## config.mk

```make
export PLATFORM = sky130hd
export DESIGN_NAME = rattlesnake_mem_port_arbiter
export DESIGN_NICKNAME = d
export VERILOG_FILES = /design/src/rtl/rattlesnake_mem_port_arbiter_pkg.sv /design/src/rtl/rattlesnake_req_latch.sv /design/src/rtl/rattlesnake_mem_port_arbiter.sv
export SDC_FILE = /design/constraint.sdc
export NUM_CORES = 1
export LEC_CHECK = 0
export CORE_MARGIN = 1
export CORE_UTILIZATION = 45
export CTS_CLUSTER_DIAMETER = 150
export DETAILED_ROUTE_END_ITERATION = 7
export PLACE_DENSITY = 0.8
export SETUP_SLACK_MARGIN = 0.1
export SYNTH_ARGS = -nofsm -noshare
export SYNTH_HDL_FRONTEND = slang
export SYNTH_SLANG_ARGS = --single-unit
```

## constraint.sdc

```tcl
create_clock -name clk -period 2.34 [get_ports clk]
set_clock_uncertainty 0.1 [all_clocks]
set_input_delay 0.468 -clock clk [delete_from_list [all_inputs] [get_ports clk]]
set_output_delay 0.468 -clock clk [all_outputs]
set_load 0.01 [all_outputs]
```

## src/rtl/rattlesnake_mem_port_arbiter_pkg.sv

```systemverilog
// Shared definitions for the memory port arbiter: datapath widths, one-hot
// state indices and the latched data-side request payload.
package rattlesnake_mem_port_arbiter_pkg;

    localparam int unsigned XLEN          = 32;
    localparam int unsigned PC_BITWIDTH   = 32;
    localparam int unsigned MEM_ADDR_BITS = 16;

    // One-hot state bit positions
    localparam int unsigned S_IDLE  = 0;
    localparam int unsigned S_FETCH = 1;
    localparam int unsigned S_DATA  = 2;

    typedef enum logic [2:0] {
        StIdle  = 3'b001 << S_IDLE,
        StFetch = 3'b001 << S_FETCH,
        StData  = 3'b001 << S_DATA
    } arb_state_e;

    typedef struct packed {
        logic                   we;
        logic [PC_BITWIDTH-1:0] addr;
        logic [XLEN-1:0]        wdata;
        logic [XLEN/8-1:0]      byte_en;
    } data_req_t;

endpackage

```

## src/rtl/rattlesnake_req_latch.sv

```systemverilog
// Pending-request latch for one requester of the memory port.
// Ports:
//   clk, sync_reset  clock and synchronous active-high reset
//   set              request pulse; captures payload_in (last request wins)
//   clear            request granted this cycle; drops the pending flag
//   flush            drops an older pending request (a same-cycle set survives)
//   payload_in       request payload presented with set
//   pending          request available this cycle (includes a same-cycle set)
//   payload          payload of the available request (bypasses a same-cycle set)
module rattlesnake_req_latch
    import rattlesnake_mem_port_arbiter_pkg::*;
#(
    parameter int unsigned PayloadW = 32
) (
    input  logic                clk,
    input  logic                sync_reset,
    input  logic                set,
    input  logic                clear,
    input  logic                flush,
    input  logic [PayloadW-1:0] payload_in,
    output logic                pending,
    output logic [PayloadW-1:0] payload
);

    logic                pending_q, pending_d;
    logic [PayloadW-1:0] payload_q, payload_d;

    // The bypass lets the arbiter grant in the same cycle as the pulse.
    assign pending = set | (pending_q & ~flush);
    assign payload = set ? payload_in : payload_q;

    always_comb begin
        pending_d = pending_q;
        payload_d = payload_q;
        if (set) begin
            payload_d = payload_in;
        end
        // A grant consumes exactly the request visible on pending/payload, which
        // already includes any same-cycle set, so clear takes priority.
        if (clear) begin
            pending_d = 1'b0;
        end else if (set) begin
            pending_d = 1'b1;
        end else if (flush) begin
            pending_d = 1'b0;
        end
    end

    always_ff @(posedge clk) begin
        if (sync_reset) begin
            pending_q <= 1'b0;
            payload_q <= '0;
        end else begin
            pending_q <= pending_d;
            payload_q <= payload_d;
        end
    end

endmodule

```

## src/rtl/rattlesnake_mem_port_arbiter.sv

```systemverilog
// Shares the single memory port between instruction fetch (read-only) and the
// load/store unit. Data requests win ties; one transaction outstanding at most.
// Ports:
//   clk, sync_reset                      clock, synchronous active-high reset
//   fetch_req/addr/flush                 fetch request pulse, byte address, flush
//   fetch_done/data/addr_ack             fetch response (halfword address echoed)
//   data_req/we/addr/wdata/byte_en       load/store request pulse and payload
//   data_done/rdata                      load/store completion, load data
//   mem_enable/we/addr/wdata/byte_en     one-cycle strobe and held request to memory
//   mem_done/rdata                       memory completion and read data
//   timeout_err                          pulse when the watchdog aborts a transaction
module rattlesnake_mem_port_arbiter
    import rattlesnake_mem_port_arbiter_pkg::*;
#(
    parameter int unsigned TIMEOUT_CYCLES = 255
) (
    input  logic                     clk,
    input  logic                     sync_reset,
    input  logic                     fetch_req,
    input  logic [PC_BITWIDTH-1:0]   fetch_addr,
    input  logic                     fetch_flush,
    output logic                     fetch_done,
    output logic [XLEN-1:0]          fetch_data,
    output logic [MEM_ADDR_BITS-1:0] fetch_addr_ack,
    input  logic                     data_req,
    input  logic                     data_we,
    input  logic [PC_BITWIDTH-1:0]   data_addr,
    input  logic [XLEN-1:0]          data_wdata,
    input  logic [XLEN/8-1:0]        data_byte_en,
    output logic                     data_done,
    output logic [XLEN-1:0]          data_rdata,
    output logic                     mem_enable,
    output logic                     mem_we,
    output logic [MEM_ADDR_BITS-1:0] mem_addr,
    output logic [XLEN-1:0]          mem_wdata,
    output logic [XLEN/8-1:0]        mem_byte_en,
    input  logic                     mem_done,
    input  logic [XLEN-1:0]          mem_rdata,
    output logic                     timeout_err
);

    localparam bit          WdogEn   = (TIMEOUT_CYCLES != 0);
    localparam int unsigned WdogLast = WdogEn ? TIMEOUT_CYCLES - 1 : 0;
    localparam int unsigned WdogW    = $clog2(TIMEOUT_CYCLES + 1) + 1;

    arb_state_e state_q, state_d;

    logic                     fetch_pending, data_pending;
    logic [PC_BITWIDTH-1:0]   fetch_addr_l;
    data_req_t                data_in, data_l;
    logic                     fetch_grant, data_grant;

    logic                     mem_enable_q, mem_enable_d;
    logic                     mem_we_q, mem_we_d;
    logic [MEM_ADDR_BITS-1:0] mem_addr_q, mem_addr_d;
    logic [XLEN-1:0]          mem_wdata_q, mem_wdata_d;
    logic [XLEN/8-1:0]        mem_byte_en_q, mem_byte_en_d;
    logic                     fetch_done_q, fetch_done_d;
    logic [XLEN-1:0]          fetch_data_q, fetch_data_d;
    logic [MEM_ADDR_BITS-1:0] fetch_addr_ack_q, fetch_addr_ack_d;
    logic                     data_done_q, data_done_d;
    logic [XLEN-1:0]          data_rdata_q, data_rdata_d;
    logic                     timeout_err_q, timeout_err_d;
    logic                     discard_q, discard_d;
    logic [WdogW-1:0]         wdog_q, wdog_d;
    logic                     wdog_expire;

    // Only the halfword address bits reach memory.
    logic unused_addr_bits;
    assign unused_addr_bits = ^{fetch_addr_l[PC_BITWIDTH-1:MEM_ADDR_BITS+1], fetch_addr_l[0],
                                data_l.addr[PC_BITWIDTH-1:MEM_ADDR_BITS+1], data_l.addr[0]};

    assign data_in = '{we: data_we, addr: data_addr, wdata: data_wdata, byte_en: data_byte_en};

    rattlesnake_req_latch #(
        .PayloadW (PC_BITWIDTH)
    ) u_fetch_latch (
        .clk        (clk),
        .sync_reset (sync_reset),
        .set        (fetch_req),
        .clear      (fetch_grant),
        .flush      (fetch_flush),
        .payload_in (fetch_addr),
        .pending    (fetch_pending),
        .payload    (fetch_addr_l)
    );

    rattlesnake_req_latch #(
        .PayloadW ($bits(data_req_t))
    ) u_data_latch (
        .clk        (clk),
        .sync_reset (sync_reset),
        .set        (data_req),
        .clear      (data_grant),
        .flush      (1'b0),
        .payload_in (data_in),
        .pending    (data_pending),
        .payload    (data_l)
    );

    // The last wait cycle without mem_done aborts the transaction.
    assign wdog_expire = WdogEn && (wdog_q == WdogW'(WdogLast));

    always_comb begin
        state_d          = state_q;
        fetch_grant      = 1'b0;
        data_grant       = 1'b0;
        mem_enable_d     = 1'b0;
        mem_we_d         = mem_we_q;
        mem_addr_d       = mem_addr_q;
        mem_wdata_d      = mem_wdata_q;
        mem_byte_en_d    = mem_byte_en_q;
        fetch_done_d     = 1'b0;
        fetch_data_d     = fetch_data_q;
        fetch_addr_ack_d = fetch_addr_ack_q;
        data_done_d      = 1'b0;
        data_rdata_d     = data_rdata_q;
        timeout_err_d    = 1'b0;
        discard_d        = discard_q;
        wdog_d           = wdog_q;

        unique case (state_q)
            StIdle: begin
                if (data_pending) begin
                    data_grant    = 1'b1;
                    state_d       = StData;
                    mem_enable_d  = 1'b1;
                    mem_we_d      = data_l.we;
                    mem_addr_d    = data_l.addr[MEM_ADDR_BITS:1];
                    mem_wdata_d   = data_l.wdata;
                    mem_byte_en_d = data_l.byte_en;
                    wdog_d        = '0;
                    discard_d     = 1'b0;
                end else if (fetch_pending) begin
                    fetch_grant   = 1'b1;
                    state_d       = StFetch;
                    mem_enable_d  = 1'b1;
                    mem_we_d      = 1'b0;
                    mem_addr_d    = fetch_addr_l[MEM_ADDR_BITS:1];
                    mem_wdata_d   = '0;
                    mem_byte_en_d = '0;
                    wdog_d        = '0;
                    discard_d     = 1'b0;
                end
            end
            StFetch: begin
                if (mem_done) begin
                    state_d   = StIdle;
                    discard_d = 1'b0;
                    // A flush in the completing cycle also suppresses the response.
                    if (!(discard_q || fetch_flush)) begin
                        fetch_done_d     = 1'b1;
                        fetch_data_d     = mem_rdata;
                        fetch_addr_ack_d = mem_addr_q;
                    end
                end else if (wdog_expire) begin
                    state_d       = StIdle;
                    timeout_err_d = 1'b1;
                    discard_d     = 1'b0;
                end else begin
                    if (WdogEn) wdog_d = wdog_q + WdogW'(1);
                    if (fetch_flush) discard_d = 1'b1;
                end
            end
            StData: begin
                if (mem_done) begin
                    state_d      = StIdle;
                    data_done_d  = 1'b1;
                    data_rdata_d = mem_we_q ? '0 : mem_rdata;
                end else if (wdog_expire) begin
                    state_d       = StIdle;
                    timeout_err_d = 1'b1;
                end else if (WdogEn) begin
                    wdog_d = wdog_q + WdogW'(1);
                end
            end
            default: state_d = StIdle;
        endcase
    end

    always_ff @(posedge clk) begin
        if (sync_reset) begin
            state_q          <= StIdle;
            mem_enable_q     <= 1'b0;
            mem_we_q         <= 1'b0;
            mem_addr_q       <= '0;
            mem_wdata_q      <= '0;
            mem_byte_en_q    <= '0;
            fetch_done_q     <= 1'b0;
            fetch_data_q     <= '0;
            fetch_addr_ack_q <= '0;
            data_done_q      <= 1'b0;
            data_rdata_q     <= '0;
            timeout_err_q    <= 1'b0;
            discard_q        <= 1'b0;
            wdog_q           <= '0;
        end else begin
            state_q          <= state_d;
            mem_enable_q     <= mem_enable_d;
            mem_we_q         <= mem_we_d;
            mem_addr_q       <= mem_addr_d;
            mem_wdata_q      <= mem_wdata_d;
            mem_byte_en_q    <= mem_byte_en_d;
            fetch_done_q     <= fetch_done_d;
            fetch_data_q     <= fetch_data_d;
            fetch_addr_ack_q <= fetch_addr_ack_d;
            data_done_q      <= data_done_d;
            data_rdata_q     <= data_rdata_d;
            timeout_err_q    <= timeout_err_d;
            discard_q        <= discard_d;
            wdog_q           <= wdog_d;
        end
    end

    assign mem_enable     = mem_enable_q;
    assign mem_we         = mem_we_q;
    assign mem_addr       = mem_addr_q;
    assign mem_wdata      = mem_wdata_q;
    assign mem_byte_en    = mem_byte_en_q;
    assign fetch_done     = fetch_done_q;
    assign fetch_data     = fetch_data_q;
    assign fetch_addr_ack = fetch_addr_ack_q;
    assign data_done      = data_done_q;
    assign data_rdata     = data_rdata_q;
    assign timeout_err    = timeout_err_q;

endmodule

```

Yosys cells after proc, flatten, opt, wreduce, memory -nomap -nowiden
Index checks and enable logic that the tools add are counted.
Storage, ports and cells
  register bits: 238
  input bits: 139
  output and inout port bits: 137
  logic and storage cells: 95
Cells by class
  add/subtract/negate cells: 1
  equal/unequal tests: 9
  multiplexer cells: 37
  bitwise gates (word level): 10
  reductions and logical operators: 18
Operator list (count)
  $mux W32: 3
  $mux W69: 1
  $mux W9: 4
  $mux W16: 2
  $pmux W9 S2: 1
  $mux W1: 17
  $mux W17: 1
  $mux W3: 4
  $reduce_or A2 Y1: 5
  $add A9 B1 Y9 const B: 1
  $eq A9 B8 Y1 const B: 1
  $mux W4: 2
  $reduce_bool A2 Y1: 4
  $not A1 Y1: 7
  $pmux W3 S2: 1
  $reduce_and A2 Y1: 3
  $reduce_and A3 Y1: 2
  $reduce_or A3 Y1: 2
  $ne A2 B2 Y1 const B: 2
  $ne A4 B4 Y1 const B: 1
  $reduce_and A4 Y1: 1
  $eq A3 B1 Y1 const B: 1
  $eq A3 B2 Y1 const B: 1
  $eq A3 B3 Y1 const B: 1
  6 further kinds: 7

Logic depth before layout (Yosys ltp)
  word-level depth: 7
  mapped depth: 8
  mapped depth without buffers: 7

By module
Synthesis repeated with hierarchy kept, for this count alone.
Unflattened totals
  cell total of the unflattened synthesis: 914
  area, all modules: 9775.6 um^2
By module, submodules not included
  rattlesnake_mem_port_arbiter: times used 1, cells each 579, area an instance 5367.6 um^2, seq. area each 3002.9 um^2
  rattlesnake_req_latch (u_data_latch): times used 1, cells each 227, area an instance 3001.6 um^2, seq. area each 1401.3 um^2
  rattlesnake_req_latch (u_fetch_latch): times used 1, cells each 108, area an instance 1406.3 um^2, seq. area each 660.6 um^2

Worst setup path after synthesis
OpenSTA, ideal clock, no wires.
  kind: input to register
  from: input port data_req
  to: register mem_wdata_q[11] (netlist: mem_wdata[11])
  setup time: 0.059 ns
  arrival time: 1.769 ns
  data required time: 2.181 ns
  slack: 0.411 ns
  cell stages on the path: 6
  path buffers: 3
  cells stage by stage: clkbuf_1 o41a_1 buf_4 nor2_1 clkbuf_1 a22o_1
Between the ends
  word-level cells in the longest chain between the ends: 3
  elaborated cells between the ends (all ways): 5
  classes of those cells: 2 x mux; 1 x bitwise; 2 x reduce/logical
Ends and longest elaborated chain
  from (decl): line rattlesnake_mem_port_arbiter.sv:25  | input logic data_req,
  $or A1 B1 Y1: line rattlesnake_req_latch.sv:29  | assign pending = set | (pending_q & ~flush);
  $reduce_bool A2 Y1 (no source line)
  $reduce_and A2 Y1 (no source line)
  to (signal assigned): line rattlesnake_mem_port_arbiter.sv:202  | mem_wdata_q <= mem_wdata_d;
  to (decl): line rattlesnake_mem_port_arbiter.sv:56  | logic [XLEN-1:0] mem_wdata_q, mem_wdata_d;
Several ways; a longest one is shown, not always the timed one.
A chain may end at the register's enable or synchronous reset.

Worst setup path in the final report
  from: register mem_we_q (netlist: mem_we)
  to: output port mem_we
RTL lines
  from (decl): line rattlesnake_mem_port_arbiter.sv:54  | logic mem_we_q, mem_we_d;
  from (signal assigned): line rattlesnake_mem_port_arbiter.sv:200  | mem_we_q <= mem_we_d;
  to (decl): line rattlesnake_mem_port_arbiter.sv:33  | output logic mem_we,
No word-level cell between the ends.

==> impl_results.md <==
* Post-Synth Simple-Gate Area at 0.146
* Std cell rows at between 40 and 50
* Synth Warn # at 0
* Post-synthesis xor/xnor area fraction at 0.00113
* Multi-input gate area at ~3100 um^2
* Worst Hold Class: input pin to register
* Mapped cell area at between 7000 and 8000 um^2
* Critical Path End Type: output port
* Die Height at roughly 130 um
* CP Max Fanout at 3
* GRT met3 Usage at 0.0868
* Global route hottest layer: met2
* Initial antenna violation count at 3
* Syn avg cell area at slightly below 10 um^2
* Most used DFF post-synth: dfxtp_1
* Longest Clk Path Bufs at 3
* Post-synth top area share at 0.571
* Startpoint types: register
* Tcrit/Tclk final at 0.881
* Initial cell density of the core at 0.464
* Syn Inst Count at approximately 800
* Worst path max stage delay at between 500 and 600 ps
* DRC Markers at 0
* Leak at 0.00430 uW
* Post-synth EDFFs at 0
* Port Buffers at 243
* Total grt overflow at 0
* Cts hold-fix bufs at 0
* Fillers at 1332
* Die width at ~130 um
* Root buffer cell: clkbuf_16
* Post_cts resized at 0
* Final min period at approximately 2100 ps
* Final worst slack at 278 ps
* Setup Slack @ Placement at roughly 63 ps
* GRT Resource Usage Total at 0.232
* Power per cell area at about 760 nW/um^2
* Data required, critical path at roughly 1800 ps
* Routability congestion estimate at 0.849
* CTS tree: built
* Syn nets at roughly 940
* Share of cells above drive strength 1 at 0.0653
* Fin nets at between 1000 and 1500
* Area delta synth->final at 44.3%
* Adder-cell share of the synthesized area at 0.00323
* M1 GR Usage at 0.281
* Register bit total from synthesis at ~220
* # setup viols final at 0
* Asr flop ratio synth at 0
* Wirelength per Cell at roughly 17 um
* Synth top area cells: dfxtp_1 (57%), mux2i_1 (8.9%), a22o_1 (7.8%)
* Maxcap violations at 0
* Fmax at 485 MHz
* Rel. slew slack at 0.611
* Clock Latency Late Sink at 500 ps
* M2 GR Usage at 0.389
* Yosys cell types at 41
* Crit path kind: register to output port
* Global-route wire length before repair at between 30000 and 40000 um
* Vias in the first global route at ~6500
* Crit path cell chain: clkdlybuf4s50_1
* H-tree levels at 1
* Setup Buffers After CTS at 0
* Largest net degree at the start of global routing at 60
* Sequential area share after synthesis at 0.571
* Drt pass-1 iters at 4
* Mux cell area share after synthesis at 0.0892
* Register area at approximately 4400 um^2
* DRT iter0 DRCs at around 320
* WP data arrival at 1490 ps
* Buf+Inv Stages, Crit Path at 1
* Max Slew Vio Count at 0
* Worst-Margin Slew at between 500 and 600 ps
* Detail Placement HPWL at 14200 um
* DR vias at 6539
* Largest area contributor in the netlist: dfxtp_1
* Peak VDD IR at around 0.00056 V
* Core area at 16700 um^2
* Final TNS setup at 0 ps
* Clk sinks at about 220
* Die area at 17700 um^2
* RSZ-0062 raised after global routing: false
* Status: complete, no violations
* Total wire length at roughly 21000 um
* Routed vias/inst at 5.18
* Final hold violations at 0
* Antenna viol nets, final at 0
* Crit-path slowest cell: clkdlybuf4s50_1
* Reg clk slew, reported paths at ~50 ps
* Top delay family on crit path: buffers and inverters
* Compound-Gate Fraction of Synth Area at 0.153
* Ports at about 280
* Largest family of logic cells by synthesized area: compound AO/OA/AOI/OAI gates
* CTS buffer count at 23
==> sequential cells by signal, summed over array words and instances (netlist names), 9 cells and up <==
name	flops
fetch_data	32
mem_addr	16
wdog_q	9
mem_wdata	32
data_rdata	32
fetch_addr_ack	16
u_fetch_latch.payload_q	16
u_data_latch.payload_q	53
==> report_power, final <==
| part | switching (uW) | internal (uW) |
|---|---|---|
| Sequential | 98.3 | 3940 |
| Combinational | 538 | 568 |
| Clock | 1390 | 1900 |
| Total | 2030 | 6420 |
==> cell usage in the layout, fill, tap and decap left out, types with 10 or more instances in the layout <==
cell type and n:
a21oi_1 74, a22o_1 69, buf_12 10, buf_4 17, clkbuf_16 23, clkdlybuf4s50_1 241, dfxtp_1 221, mux2i_1 69
nand2_1 136, nand3_1 19, nor2_1 80, o21ai_0 18
==> logic make-up after synthesis <==
kind of cell | Yosys count
buffers and inverters | 63
adder cells (fa/ha/maj) | 2
AO/OA/AOI/OAI | 174
XOR/XNOR | 1
AND/OR/NAND/NOR | 268
multiplexers | 69
flip-flops | 221
==> synth_stat cells, drive strengths merged (2+ instances only) <==
cell / number
nor3: 6
nand3: 20
a22o: 69
a21oi: 75
buf: 25
clkbuf: 34
nor2b: 4
nand2b: 2
or4: 3
nor3b: 2
nand4: 2
and3: 2
nor2: 82
mux2i: 69
nand2: 136
ha: 2
or3: 4
a311oi: 2
o211ai: 3
inv: 4
a211oi: 2
dfxtp: 221
o21ai: 19
==> path summary, 6_finish.rpt <==
kind	slack, ps	from	cells past startpoint	to
max	280	mem_we	1	mem_we
min	260	data_req	3	u_data_latch.payload_q[52]
max reg2reg	320	wdog_q[1]	6	wdog_q[2]
min reg2reg	350	fetch_data[8]	2	fetch_data[8]
==> stage by stage <==
step                      power, uW  cells  hold WS (ps)  instance area [um^2]   util
after CTS                      8520   1261           251                 11200  0.669
after detailed placement       5220   1227           346                 10500  0.630
after global routing           8790   1262           289                 11200  0.669
after floorplan                4640    798           351                  7750      -
final                          8450   1262           261                 11200  0.669
after global placement         5210   1227           342                 10500  0.630
==> metal layers <==
metal	vias to the layer above	share of wire
li1	3222	-
met1	3048	0.42
met2	235	0.46
met3	32	0.10
met4	2	0.016
met5	-	0.00048
==> worst register-to-register path, cell delays in order (launching register included) <==
cell,delay [ps]
dfxtp_1,400
ha_1,200
inv_1,50
or4_1,570
nand2_1,220
nand2_1,120
a311oi_1,270
==> final cells by class <==
cell class / instances / share of cell area
Sequential cell: 221 / 0.396
Multi-Input combinational cell: 514 / 0.274
Timing Repair Buffer: 268 / 0.245
Clock buffer: 32 / 0.0581
Tap cell: 220 / 0.0246
Inverter: 4 / 0.00134
Clock inverter: 2 / 0.000896
Antenna cell: 1 / 0.000224
Power figures use the tool's default switching activity.
